--- config.mk ---
export PLATFORM = sky130hd
export DESIGN_NAME = offset_field_packer_flat
export DESIGN_NICKNAME = d
export VERILOG_FILES = /design/src/rtl/offset_field_packer_if.sv /design/src/rtl/offset_field_packer.sv /design/src/flat_wrapper.sv
export SDC_FILE = /design/constraint.sdc
export NUM_CORES = 1
export LEC_CHECK = 0
export ABC_AREA = 1
export BUFFER_PORTS_ARGS = -buffer_cell sky130_fd_sc_hd__buf_2
export CORE_MARGIN = 10
export CORE_UTILIZATION = 50
export CTS_CLUSTER_DIAMETER = 30
export DETAILED_ROUTE_END_ITERATION = 8
export HOLD_SLACK_MARGIN = 0.15
export PLACE_DENSITY = 0.72
export SLEW_MARGIN = 20
export SYNTH_ARGS = -nofsm -noshare
export SYNTH_HDL_FRONTEND = slang
export SYNTH_SLANG_ARGS = --single-unit
--- constraint.sdc ---
create_clock -name clk -period 2.1 [get_ports clk]
set_input_delay 0.42 -clock clk [delete_from_list [all_inputs] [get_ports clk]]
set_output_delay 0.42 -clock clk [all_outputs]
set_load 0.01 [all_outputs]
--- src/rtl/offset_field_packer_if.sv ---
// rtl/offset_field_packer_if.sv - request/result handshake bundle for the offset field packer
interface offset_field_packer_if;
    logic        in_valid;
    logic        in_ready;
    logic [15:0] target;
    logic [15:0] pc;
    logic        mode;
    logic [1:0]  width_sel;
    logic        out_valid;
    logic        out_ready;
    logic [10:0] field;
    logic        range_err;

    modport master (
        output in_valid, target, pc, mode, width_sel, out_ready,
        input  in_ready, out_valid, field, range_err
    );

    modport slave (
        input  in_valid, target, pc, mode, width_sel, out_ready,
        output in_ready, out_valid, field, range_err
    );
endinterface

--- src/rtl/offset_field_packer.sv ---
// rtl/offset_field_packer.sv - packs a 16-bit value or PC-relative offset into a narrow signed field
module offset_field_packer #(
    parameter int          ERR_CNT_W = 8,
    parameter logic [15:0] PC_INC    = 16'd1
) (
    input  logic                 clk,
    input  logic                 reset_n,
    offset_field_packer_if.slave bus,
    input  logic                 err_clr,
    output logic [ERR_CNT_W-1:0] err_count
);

    localparam logic [ERR_CNT_W-1:0] ERR_MAX = '1;

    logic                 s1_valid;
    logic [15:0]          s1_v;
    logic [1:0]           s1_wsel;

    logic                 out_valid_q;
    logic [10:0]          field_q;
    logic                 err_q;
    logic [ERR_CNT_W-1:0] err_cnt_q;

    logic                 s2_load;
    logic                 out_fire;
    logic [15:0]          v_next;
    logic [10:0]          pack_field;
    logic                 pack_err;

    // S2 frees up when empty or when its result is being taken this cycle
    assign s2_load      = !out_valid_q || bus.out_ready;
    assign bus.in_ready = !s1_valid || s2_load;
    assign out_fire     = out_valid_q && bus.out_ready;

    // PC-relative offsets are taken against the incremented PC, modulo 2^16
    assign v_next = bus.mode ? (bus.target - (bus.pc + PC_INC)) : bus.target;

    assign bus.out_valid = out_valid_q;
    assign bus.field     = field_q;
    assign bus.range_err = err_q;
    assign err_count     = err_cnt_q;

    // Truncate to the selected width; representable only if bits [15:N-1] are all sign copies
    always_comb begin
        pack_field = '0;
        pack_err   = 1'b0;
        case (s1_wsel)
            2'b00: begin
                pack_field = {6'd0, s1_v[4:0]};
                pack_err   = !((&s1_v[15:4]) || !(|s1_v[15:4]));
            end
            2'b01: begin
                pack_field = {5'd0, s1_v[5:0]};
                pack_err   = !((&s1_v[15:5]) || !(|s1_v[15:5]));
            end
            2'b10: begin
                pack_field = {2'd0, s1_v[8:0]};
                pack_err   = !((&s1_v[15:8]) || !(|s1_v[15:8]));
            end
            default: begin
                pack_field = s1_v[10:0];
                pack_err   = !((&s1_v[15:10]) || !(|s1_v[15:10]));
            end
        endcase
    end

    // Stage 1: capture the full-width value and the width select on input transfer
    always_ff @(posedge clk or negedge reset_n) begin
        if (!reset_n) begin
            s1_valid <= 1'b0;
            s1_v     <= '0;
            s1_wsel  <= '0;
        end else if (bus.in_ready) begin
            s1_valid <= bus.in_valid;
            if (bus.in_valid) begin
                s1_v    <= v_next;
                s1_wsel <= bus.width_sel;
            end
        end
    end

    // Stage 2: output registers, held stable while the consumer stalls
    always_ff @(posedge clk or negedge reset_n) begin
        if (!reset_n) begin
            out_valid_q <= 1'b0;
            field_q     <= '0;
            err_q       <= 1'b0;
        end else if (s2_load) begin
            out_valid_q <= s1_valid;
            if (s1_valid) begin
                field_q <= pack_field;
                err_q   <= pack_err;
            end
        end
    end

    // Saturating count of delivered out-of-range results; clear takes priority
    always_ff @(posedge clk or negedge reset_n) begin
        if (!reset_n) begin
            err_cnt_q <= '0;
        end else if (err_clr) begin
            err_cnt_q <= '0;
        end else if (out_fire && err_q && (err_cnt_q != ERR_MAX)) begin
            err_cnt_q <= err_cnt_q + ERR_CNT_W'(1);
        end
    end

endmodule

--- src/flat_wrapper.sv ---
// flat-port wrapper written by rule: the top's interface ports become plain ports
module offset_field_packer_flat 
#(
    parameter int          ERR_CNT_W = 8,
    parameter logic [15:0] PC_INC    = 16'd1
)
  (clk, reset_n, err_clr, err_count, bus_in_valid, bus_target, bus_pc, bus_mode, bus_width_sel, bus_out_ready, bus_in_ready, bus_out_valid, bus_field, bus_range_err);
  offset_field_packer_if bus_i ();
  input  logic clk;
  input  logic reset_n;
  input  logic err_clr;
  output logic [ERR_CNT_W-1:0] err_count;
  input wire logic [$bits(bus_i.in_valid)-1:0] bus_in_valid;
  input wire logic [$bits(bus_i.target)-1:0] bus_target;
  input wire logic [$bits(bus_i.pc)-1:0] bus_pc;
  input wire logic [$bits(bus_i.mode)-1:0] bus_mode;
  input wire logic [$bits(bus_i.width_sel)-1:0] bus_width_sel;
  input wire logic [$bits(bus_i.out_ready)-1:0] bus_out_ready;
  output wire logic [$bits(bus_i.in_ready)-1:0] bus_in_ready;
  output wire logic [$bits(bus_i.out_valid)-1:0] bus_out_valid;
  output wire logic [$bits(bus_i.field)-1:0] bus_field;
  output wire logic [$bits(bus_i.range_err)-1:0] bus_range_err;
  assign bus_i.in_valid = bus_in_valid;
  assign bus_i.target = bus_target;
  assign bus_i.pc = bus_pc;
  assign bus_i.mode = bus_mode;
  assign bus_i.width_sel = bus_width_sel;
  assign bus_i.out_ready = bus_out_ready;
  assign bus_in_ready = bus_i.in_ready;
  assign bus_out_valid = bus_i.out_valid;
  assign bus_field = bus_i.field;
  assign bus_range_err = bus_i.range_err;
  offset_field_packer #(.ERR_CNT_W(ERR_CNT_W), .PC_INC(PC_INC)) u_core (.clk(clk), .reset_n(reset_n), .bus(bus_i), .err_clr(err_clr), .err_count(err_count));
endmodule
[Word level (Yosys, flattened, before mapping)]
Cells that the tools add are included.
Storage, ports and cells
  register bits after elaboration: 40
Cells by class
  $add $sub $neg: 3
  equal/unequal tests: 3
  muxes and demuxes: 5
  reduce and logical (&&, ||, !) cells: 31
Operators with widths (count)
  one-hot mux 11 bit (3 select lines): 1
  adder 16 x 1 -> 16 bit (second input constant): 1
  two-way mux 16 bit: 1
  two-way mux 8 bit: 2
  subtractor 16 bit: 1
  AND reduction 12 bit: 1
  OR reduction 12 bit: 1
  AND reduction 11 bit: 1
  OR reduction 11 bit: 1
  zero test 1 bit: 10
  adder 8 x 1 -> 8 bit (second input constant): 1
  != test 8 bit (second input constant): 1
  AND reduction 8 bit: 1
  OR reduction 8 bit: 1
  logical OR 1 bit: 6
  AND reduction 6 bit: 1
  OR reduction 6 bit: 1
  AND reduction 2 bit: 2
  logical AND 1 bit: 3
  one-hot mux 1 bit (3 select lines): 1
  equality test 2 x 1 -> 1 bit (second input constant): 1
  equality test 2 bit (second input constant): 1
  zero test 2 bit: 1
  nonzero test 2 bit: 1

[Longest topological paths before layout]
  word-level depth: 5
  depth in mapped cells: 13
  depth with buffers taken out: 13

[Worst setup path before layout]
No wires, ideal clock.
  kind: input -> register
  from: input port bus_pc[0]
  to: register u_core.s1_v[12]
  library setup time: 0.116 ns
  arrival time: 1.611 ns
  path slack: 0.373 ns
  cell stages on the path: 12
  cells stage by stage: inv_1 -> ha_1 -> inv_1 -> fa_1 -> inv_1 -> nand3_1 -> nand3_1 -> nand3_1 -> nand4_1 -> nand3_1 -> nand2_1 -> nand2_1
On the way
  longest elaborated chain between the ends: 3
RTL lines
  from (decl): line flat_wrapper.sv:15  | input wire logic [$bits(bus_i.pc)-1:0] bus_pc;
  adder 16 x 1 -> 16 bit: line offset_field_packer.sv:36  | assign v_next = bus.mode ? (bus.target - (bus.pc + PC_INC)) : bus.target;
  subtractor 16 bit: line offset_field_packer.sv:36
  two-way mux 16 bit: line offset_field_packer.sv:36
  to (signal assigned): line offset_field_packer.sv:76  | s1_v <= v_next;
  to (decl): line offset_field_packer.sv:16  | logic [15:0] s1_v;
Every way passes these cells.
A chain may end at the register's enable or synchronous reset.

[Worst setup path in the final report]
Ends and elaborated chain as after synthesis.

==> run metrics <==
Die ar. 0.00917 mm2; IO Pins 62; # DRC 0; P_sw slightly below 0.8 mW; dpl hpwl roughly 5700 um; HP Class input pin to asynchronous set/reset pin; endpoints failing setup 0; Switching Share 0.353; vias in the first global route approximately 2800; Setup Skew 0.00219 ns; Gate Count Post-Synth 431; element type at the critical path start input pin; ys flop type dfrtp_1; H-tree Lvls 2; most common cell after layout, fill and taps aside nand2_1; share of layout cells above drive strength 1 0.171; CTS tree built; Internal Power approximately 1.4 mW; DIE WIDTH about 96 um; post-layout util 0.603; unrepaired setup endpoints after global routing false; Sink Count 40; Pins Over Slew Limit 0; n_diodes 0; Async S/R FF share, synth 1.00; CTS clk-pin slew, worst paths about 0.07 ns; IO Port Bufs 61; dpl ws 0.110 ns; Worst Path Required roughly 2.3 ns; Tot Pwr between 2 and 2.5 mW; worst-margin pin slew 0.488 ns; sequential area share after synthesis 0.349; hold_ws between 0.15 and 0.2 ns; Final Cycle Share 0.805; Worst VDD drop about 0.4 mV; Layout area overhead 16.5%; Tot GR Track Use 0.160; Final Hold Vio Count 0; Clk pwr share 0.212; library cells used by synthesis 31; Crit path arrival time about 1.9 ns; Final Wtd Congestion roughly 0.9; crit path time final 1.69 ns; post-route worst setup slack just over 0.4 ns; post-route ant nets 0; Max Cap Viol 0; total gr overflow 0; Core ar. about 0.0055 mm2; Longest Clk Path Bufs 2; first-pass GRT wire length around 12000 um; part of the power in registers 0.462; Rel. slew slack 0.674; Syn Nets roughly 490; CTS root buf clkbuf_8; combinational power share 0.327; f_max between 500 and 600 MHz; Post-CTS Setup Bufs 0; number of buffers created by CTS 5; Mapped Area roughly 0.0029 mm2; Avg WL per Cell approximately 12 um; status finished, final reports clean; CP endpoint kind flip-flop; Yosys warning total 0; Worst-Skew Late Latency 0.28 ns; # hold bufs at CTS 0; routed wire length between 6000 and 7000 um; DR iter-0 viols between 100 and 150; height of the die about 96 um; nets 553; Post-CTS Resized 0; Syn Area/Cell 6.65 um2; Yosys reg bits 40; DR pass1 iterations 4; pin count of the biggest net entering global routing a little over 40; number of vias per cell 5.02; Starting Density 0.518; crit-path max FO 3; leakage power ~1.9 nW; Worst R2R Path Depth 9; Rows 27; pwr dens roughly 650 mW/mm2; DR vias approximately 2900; Crit Path Category input pin to flip-flop; initial antenna violation count 0; most frequent cells in the layout nand2_1, inv_1, buf_2; Post-synth EDFFs 0; Setup TNS Final 0 ns
sequential cells by signal, indices dropped and copies added (netlist names):
signal	count
u_core.bus.out_valid	1
u_core.bus.range_err	1
u_core.s1_v	16
u_core.bus.field	11
u_core.s1_wsel	2
u_core.s1_valid	1
u_core.err_count	8
critical path, cell delays in order:
cell     delay [ns]
buf_2          0.09
inv_1          0.05
ha_1           0.17
inv_1          0.07
fa_1           0.40
inv_1          0.09
nand3_1        0.07
nand3_1        0.13
nand3_1        0.11
nand4_1        0.09
nand3_1        0.07
nand2_1        0.06
nand2_1        0.04
power groups by stage:
stage	Combinational (mW)	Sequential, mW	Clock [mW]
global placement	0.701	1.01	0
finish	0.712	1.01	0.461
floorplan	0.432	1.04	0
CTS	0.720	1.01	0.490
detailed placement	0.717	1.02	0
global route	0.825	1.03	0.521
area by class of cell:
type	count	area, um2
fill	543	2200
multi-input combinational	308	1550
sequential	40	1000
timing repair buffer	65	335
inverter	76	285
tap	72	90.1
clock buffer	6	72.6
clock inverter	1	5.00
routing by layer:
| metal | global-route usage | vias to the layer above | share of wire | wire length [um] |
|---|---|---|---|---|
| met4 | 0.0700 | 0 | 0.013 | 93 |
| met2 | 0.269 | 79 | 0.47 | 3260 |
| li1 | - | 1478 | - | - |
| met3 | 0.0257 | 8 | 0.070 | 485 |
| met1 | 0.198 | 1288 | 0.45 | 3110 |
| met5 | 0 | - | 0 | 0 |
stage by stage:
| stage | area, um2 | std cells |
|---|---|---|
| floorplan | 2870 | 431 |
| global placement | 3260 | 561 |
| detailed placement | 3260 | 561 |
| CTS | 3340 | 568 |
| global route | 3340 | 568 |
| finish | 3340 | 568 |
kinds of logic (layout without fill, tap and decap cells):
group	count (synthesis)	in the layout	synth area share
flops	40	40	0.349
buf+inv	83	148	0.110
xor+xnor	7	7	0.0214
simple gates	224	224	0.325
mux	1	1	0.00393
fa+ha+maj	17	17	0.0768
compound gates	59	59	0.114
Yosys cell counts (all sizes together), types with 3 or more instances:
| cell type | count | area share |
|---|---|---|
| nand2 | 143 | 0.19 |
| inv | 75 | 0.098 |
| dfrtp | 40 | 0.35 |
| nor2 | 37 | 0.055 |
| nand3 | 30 | 0.052 |
| o21ai | 27 | 0.047 |
| a21oi | 24 | 0.047 |
| ha | 16 | 0.070 |
| nor3 | 6 | 0.010 |
| xor2 | 6 | 0.018 |
| clkbuf | 5 | 0.0065 |
| nand4 | 4 | 0.0087 |
| o31ai | 3 | 0.0079 |
worst paths after layout:
kind | startpoint | end | slack [ns]
worst min register to register | u_core.bus.field[3] | u_core.bus.field[3] | 0.48
worst max register to register | u_core.err_count[0] | u_core.err_count[2] | 0.52
worst min-delay path | reset_n | u_core.bus.field[5] | 0.18
min in group clk | bus_width_sel[0] | u_core.s1_wsel[0] | 0.33
worst max-delay path | bus_pc[0] | u_core.s1_v[12] | 0.41
max in group asynchronous | reset_n | u_core.err_count[1] | 1.58
No activity file was read; power rests on OpenSTA's default activity.
